<file path="config.mk">
export PLATFORM = sky130hd
export DESIGN_NAME = hw_status_led
export DESIGN_NICKNAME = d
export VERILOG_FILES = /design/src/rtl/hw_status_led.sv
export SDC_FILE = /design/constraint.sdc
export NUM_CORES = 1
export LEC_CHECK = 0
export CAP_MARGIN = 20
export CORE_MARGIN = 2
export CORE_UTILIZATION = 65
export DETAILED_ROUTE_END_ITERATION = 8
export PLACE_DENSITY = 0.83
export RECOVER_POWER = 50
export SLEW_MARGIN = 20
export SYNTH_ARGS = -nofsm -noshare
export SYNTH_HDL_FRONTEND = slang
export SYNTH_SLANG_ARGS = --single-unit
</file>
<file path="constraint.sdc">
create_clock -name iCLK -period 11 [get_ports iCLK]
set_input_delay 2.2 -clock iCLK [delete_from_list [all_inputs] [get_ports iCLK]]
set_output_delay 2.2 -clock iCLK [all_outputs]
set_load 0.005 [all_outputs]
</file>
<file path="src/rtl/hw_status_led.sv">
// Multi-channel status-LED driver (OFF/ON/BLINK/STRETCH/CODE) with shared tick prescaler and heartbeat.
// Optional brightness PWM on lit channels is enabled by defining HW_STATUS_LED_PWM_EN.
module hw_status_led #(
  parameter int unsigned FREQ       = 120000000,
  parameter int unsigned TICK_HZ    = 1000,
  parameter int unsigned NCH        = 4,
  parameter int unsigned STRETCH_MS = 50,
  parameter bit          LED_ACTIVE = 1'b1
) (
  input  logic             iCLK,
  input  logic             iRST_n,
  input  logic [3*NCH-1:0] iMODE,
  input  logic [4*NCH-1:0] iARG,
  input  logic [NCH-1:0]   iEVENT,
`ifdef HW_STATUS_LED_PWM_EN
  input  logic [3:0]       iBRIGHT,
`endif
  output logic [NCH-1:0]   oLED,
  output logic             oHEART,
  output logic             oTICK
);

  localparam int unsigned TICK_DIV     = FREQ / TICK_HZ;
  localparam int unsigned PW           = (TICK_DIV > 1) ? $clog2(TICK_DIV) : 1;
  localparam logic [PW-1:0] PRESC_LAST = PW'(TICK_DIV - 1);
  localparam logic [31:0] HB_LAST      = 32'(FREQ / 2 - 1);
  localparam logic [10:0] STRETCH_LOAD = 11'(STRETCH_MS);
  localparam logic [10:0] CODE_ON      = 11'd200;
  localparam logic [10:0] CODE_GAP     = 11'd1000;

  typedef enum logic [2:0] {
    M_OFF, M_ON, M_BLINK, M_STRETCH, M_CODE, M_RSV5, M_RSV6, M_RSV7
  } mode_t;

  typedef enum logic [1:0] {C_IDLE, C_ON, C_OFF, C_GAP} code_t;

  logic [PW-1:0] presc;
  logic          tick;
  logic [31:0]   hb_cnt;
  logic          heart;
  logic          pwm_on;

  // Prescaler: tick is high for the one cycle following the wrap of presc.
  always_ff @(posedge iCLK or negedge iRST_n) begin
    if (!iRST_n) begin
      presc <= '0;
      tick  <= 1'b0;
    end else if (presc == PRESC_LAST) begin
      presc <= '0;
      tick  <= 1'b1;
    end else begin
      presc <= presc + PW'(1);
      tick  <= 1'b0;
    end
  end

  always_ff @(posedge iCLK or negedge iRST_n) begin
    if (!iRST_n) begin
      hb_cnt <= '0;
      heart  <= 1'b1;
    end else if (hb_cnt == HB_LAST) begin
      hb_cnt <= '0;
      heart  <= ~heart;
    end else begin
      hb_cnt <= hb_cnt + 32'd1;
    end
  end

  assign oTICK  = tick;
  assign oHEART = heart;

`ifdef HW_STATUS_LED_PWM_EN
  localparam int unsigned PWM_STEP = (TICK_DIV / 16 > 0) ? TICK_DIV / 16 : 1;
  localparam int unsigned SW       = (PWM_STEP > 1) ? $clog2(PWM_STEP) : 1;

  logic [SW-1:0] pwm_div;
  logic [3:0]    pwm_cnt;

  always_ff @(posedge iCLK or negedge iRST_n) begin
    if (!iRST_n) begin
      pwm_div <= '0;
      pwm_cnt <= '0;
    end else if (pwm_div == SW'(PWM_STEP - 1)) begin
      pwm_div <= '0;
      pwm_cnt <= pwm_cnt + 4'd1;
    end else begin
      pwm_div <= pwm_div + SW'(1);
    end
  end

  assign pwm_on = (pwm_cnt <= iBRIGHT);
`else
  assign pwm_on = 1'b1;
`endif

  for (genvar k = 0; k < NCH; k++) begin : g_ch
    mode_t       mode_in, mode_q;
    code_t       cst, cst_n;
    logic [10:0] timer, timer_n, half;
    logic [3:0]  arg_q, arg_n, cnt, cnt_n, arg_in;
    logic        phase, phase_n, lit_n, led;

    assign mode_in = mode_t'(iMODE[3*k +: 3]);
    assign arg_in  = iARG[4*k +: 4];
    assign half    = ({7'd0, arg_q} + 11'd1) * 11'd50;

    always_ff @(posedge iCLK or negedge iRST_n) begin
      if (!iRST_n) begin
        mode_q <= M_OFF;
        cst    <= C_IDLE;
        timer  <= '0;
        arg_q  <= '0;
        cnt    <= '0;
        phase  <= 1'b1;
        led    <= ~LED_ACTIVE;
      end else begin
        mode_q <= mode_in;
        cst    <= cst_n;
        timer  <= timer_n;
        arg_q  <= arg_n;
        cnt    <= cnt_n;
        phase  <= phase_n;
        led    <= (lit_n && pwm_on) ? LED_ACTIVE : ~LED_ACTIVE;
      end
    end

    // Output is decoded from the live iMODE so OFF/ON show up one edge after the input.
    always_comb begin
      timer_n = timer;
      arg_n   = arg_q;
      cnt_n   = cnt;
      phase_n = phase;
      cst_n   = cst;
      lit_n   = 1'b0;
      if (mode_in != mode_q) begin
        timer_n = '0;
        phase_n = 1'b1;
        cnt_n   = '0;
        cst_n   = C_IDLE;
        arg_n   = arg_in;
        if (mode_in == M_STRETCH && iEVENT[k]) timer_n = STRETCH_LOAD;
      end else begin
        case (mode_in)
          M_BLINK: begin
            if (tick) begin
              if (timer + 11'd1 >= half) begin
                timer_n = '0;
                phase_n = ~phase;
                arg_n   = arg_in;
              end else begin
                timer_n = timer + 11'd1;
              end
            end
          end
          M_STRETCH: begin
            if (iEVENT[k]) timer_n = STRETCH_LOAD;
            else if (tick && timer != '0) timer_n = timer - 11'd1;
          end
          M_CODE: begin
            case (cst)
              C_IDLE: begin
                arg_n   = arg_in;
                cnt_n   = '0;
                timer_n = '0;
                cst_n   = C_ON;
              end
              C_ON: begin
                if (tick) begin
                  if (timer + 11'd1 >= CODE_ON) begin
                    timer_n = '0;
                    cst_n   = C_OFF;
                  end else begin
                    timer_n = timer + 11'd1;
                  end
                end
              end
              C_OFF: begin
                if (tick) begin
                  if (timer + 11'd1 >= CODE_ON) begin
                    timer_n = '0;
                    if (cnt == arg_q) begin
                      cnt_n = '0;
                      cst_n = C_GAP;
                    end else begin
                      cnt_n = cnt + 4'd1;
                      cst_n = C_ON;
                    end
                  end else begin
                    timer_n = timer + 11'd1;
                  end
                end
              end
              C_GAP: begin
                if (tick) begin
                  if (timer + 11'd1 >= CODE_GAP) begin
                    timer_n = '0;
                    arg_n   = arg_in;
                    cst_n   = C_ON;
                  end else begin
                    timer_n = timer + 11'd1;
                  end
                end
              end
              default: cst_n = C_IDLE;
            endcase
          end
          default: ;
        endcase
      end
      case (mode_in)
        M_ON:      lit_n = 1'b1;
        M_BLINK:   lit_n = phase_n;
        M_STRETCH: lit_n = (timer_n != '0);
        M_CODE:    lit_n = (cst_n == C_IDLE) || (cst_n == C_ON);
        default:   lit_n = 1'b0;
      endcase
    end

    assign oLED[k] = led;
  end

endmodule

</file>
==> flow_summary.json <==
{
  "whs_path_depth": 1,
  "synth_compound_area_share_pct": 20.4,
  "path_buf_inv": 2,
  "grt.overflow.total": 0,
  "syn2layout_area_growth_pct": 6.01,
  "layout_common_cells": "163 x nand2_1, 150 x nor2_1, 149 x dfrtp_1",
  "worstReg2RegStart": "g_ch[1].arg_q[0]$_DFFE_PN0P_",
  "peakVddDrop_mv": 0.0840,
  "reg2reg_slack_ps": 5420,
  "fillCellCount": 1802,
  "muxShareOfSynthArea_pct": 2.36,
  "cts_setup_buffers": 0,
  "wirelength_mm": 36.8,
  "clockRootBuffer": "clkbuf_16",
  "viasPerCell": 6.63,
  "cts_num_sinks": 155,
  "cp_slowest_stage_delay_ps": 3100,
  "layout_commonest_cell": "nand2_1",
  "ys_types": 109,
  "dpl-instance-area_um2": 15100,
  "holdPathEnd": "hb_cnt[31]$_DFF_PN0_",
  "core.rowCount": 55,
  "clk_latency_ps": 440,
  "post_drt_wl_per_cell_um": 17.8,
  "finalCritPeriodShare_pct": 56.2,
  "yosysWarnings": 0,
  "grt.total_usage_pct": 30.8,
  "worstPathCellList": "clkbuf_1 > buf_4",
  "nNetsFinal": 1939,
  "drtAntennaViolNets": 0,
  "fin_crit_ps": 6180,
  "tightest_slew_ps": 4510,
  "whs_ps": 469,
  "required_ps": 11330,
  "synth_nets": 1974,
  "synth_top_area_share_pct": 25.5,
  "cp_max_fo": 82,
  "critical_path_class": "input pin to async pin",
  "design.portCount": 40,
  "stdcell_area_um2": 15600,
  "startpoint": "iRST_n",
  "synth_top_family_by_area": "simple AND/OR/NAND/NOR gates",
  "synth.cell_area_um2": 14700,
  "clk_path_buf_depth": 2,
  "hp-class": "register to register",
  "powerDensity_nw_per_um2": 101,
  "port-buffer-count": 39,
  "core-area_um2": 22400,
  "netlist_instances": 1804,
  "cts_tree": "yes",
  "maxSlewHeadroom_pct": -201,
  "synthAdderAreaFrac_pct": 11.6,
  "violations": "max-capacitance violations, max-slew violations",
  "synth_ff_type": "dfrtp_1",
  "clock_skew_ps": 11.1,
  "setup_tns_ps": 0,
  "grt_pass1_wl_mm": 61.3,
  "synth_top_cell_by_area": "dfrtp_1",
  "ys_seq_area_share_pct": 26.4,
  "post-dp-hpwl_mm": 26.9,
  "vias": 13700,
  "r2r_cells": 20,
  "setup-violations-final": 0,
  "grt_setup_unrepaired": "false",
  "die_x_um": 154,
  "synthTopCellsByArea": "dfrtp_1 25%, ha_1 11%, xnor2_1 6.0%",
  "drtPass1Iterations": 7,
  "hold_violations": 0,
  "cts_resized": 0,
  "ys_ff_latch": 155,
  "die_area_um2": 23900,
  "fmax_mhz": 162,
  "synth_xor_area_share_pct": 9.76,
  "maxCapViolCount": 1,
  "slew_viol_final": 83,
  "drtIter0Drc": 1548,
  "hp-start": "hb_cnt[31]$_DFF_PN0_",
  "post-route-drc-count": 0,
  "initial_core_util_pct": 65.6,
  "dp.cells": 2035,
  "reg2reg_to": "g_ch[1].led$_DFF_PN0_",
  "drive_gt1_share_pct": 6.85,
  "crit_arrival_ps": 6520,
  "antenna-diode-count": 0,
  "critPathLaunchType": "input pin",
  "cts_hold_buf": 0,
  "grt_pass1_vias": 12800,
  "ys_async_sr_fraction_pct": 100,
  "crit_slowest_cell": "clkbuf_1",
  "path_clk_slew_ps": 70,
  "critPathTopFamily": "buffers and inverters",
  "antenna_found_initial": 0,
  "endpoint_kind": "async pin",
  "die_y_um": 154,
  "grt_max_degree": 83,
  "htreeDepth": 4,
  "cts_buffers": 17,
  "place_congestion": 0.998,
  "synth_edf_count": 0,
  "status": "finished with violations",
  "synthSimpleGateAreaFrac_pct": 24.0,
  "leakage_nw": 6.67,
  "avgSynthCellArea_um2": 8.16,
  "instances_no_fill": 2067
}
[metrics by stage]
step / power [mW] / setup slack [ps] / util (%)
after CTS: 1.58 / 5470 / 69.6
after global routing: 1.66 / 3800 / 69.6
after floorplan: 0.901 / 5910 / -
final: 1.58 / 4820 / 69.6
after detailed placement: 1.00 / 5420 / 67.1
after global placement: 0.984 / 5510 / 67.1
[worst max-delay path by stage]
stage                            endpoint  depth (start not counted)
floorplan           g_ch[1].led$_DFF_PN0_                         21
global placement    g_ch[1].led$_DFF_PN0_                         11
detailed placement  g_ch[1].led$_DFF_PN0_                         11
CTS                 g_ch[3].led$_DFF_PN0_                         22
global route              oTICK$_DFF_PN0_                          2
finish                    oTICK$_DFF_PN0_                          2
[final cells by class]
| type | count | area (µm²) | share of cell area [%] |
|---|---|---|---|
| inverters | 90 | 338 | 2.16 |
| flip-flops and latches | 155 | 3890 | 24.9 |
| multi-input cells | 1461 | 10000 | 64.3 |
| clock inverters | 10 | 92.6 | 0.593 |
| repair buffers | 44 | 418 | 2.68 |
| well taps | 285 | 357 | 2.29 |
| clock buffers | 22 | 474 | 3.04 |
[flip-flops by register name, summed over array words and instances, names as in the netlist, 4 cells and up]
signal / count
g_ch.timer: 44
hb_cnt: 32
presc: 17
g_ch.arg_q: 16
g_ch.cnt: 16
g_ch.mode_q: 12
g_ch.cst: 8
g_ch.led: 4
g_ch.phase: 4
[cells by family after synthesis]
logic type,after synthesis
AND/OR/NAND/NOR,677
buffers and inverters,188
AO/OA/AOI/OAI,452
multiplexers,32
adder cells (fa/ha/maj),136
flip-flops,155
XOR/XNOR,164
[cell usage after synthesis (7+ instances only)]
library cell and count:
a211oi_1 13, a21o_1 14, a21oi_1 96, a22o_1 7
a22oi_1 11, a31o_2 8, a31oi_1 29, and2_1 10
and3_1 29, and4_1 9, buf_2 22, buf_4 8
clkbuf_1 57, dfrtp_1 150, ha_1 135, inv_1 90
mux2_2 21, mux2i_1 10, nand2_1 163, nand2b_1 24
nand3_1 85, nand4_1 33, nor2_1 150, nor2b_1 15
nor3_1 50, nor3b_1 7, nor4_1 23, o211ai_1 20
o21a_1 13, o21ai_0 112, o21ai_1 8, o22ai_1 13
o31ai_1 12, or2_2 13, or3_1 13, or4_1 7
xnor2_1 101, xor2_1 63
[per-layer routing]
layer | track usage, % | share of wire [%] | wire length (µm) | up-vias
met5 | 0 | 0 | 0 | -
li1 | - | - | - | 6485
met1 | 41.7 | 43 | 15900 | 6404
met2 | 49.5 | 46 | 17000 | 686
met4 | 12.2 | 3.1 | 1150 | 0
met3 | 5.38 | 7.5 | 2770 | 120
[report_power, final]
part           leakage (nW)  total [mW]  switching, mW  internal [mW]
logic                  4.34       0.393          0.226          0.167
clock network         0.280       0.581          0.252          0.329
registers              2.04       0.605         0.0230          0.582
Power figures use the tool's default switching activity.
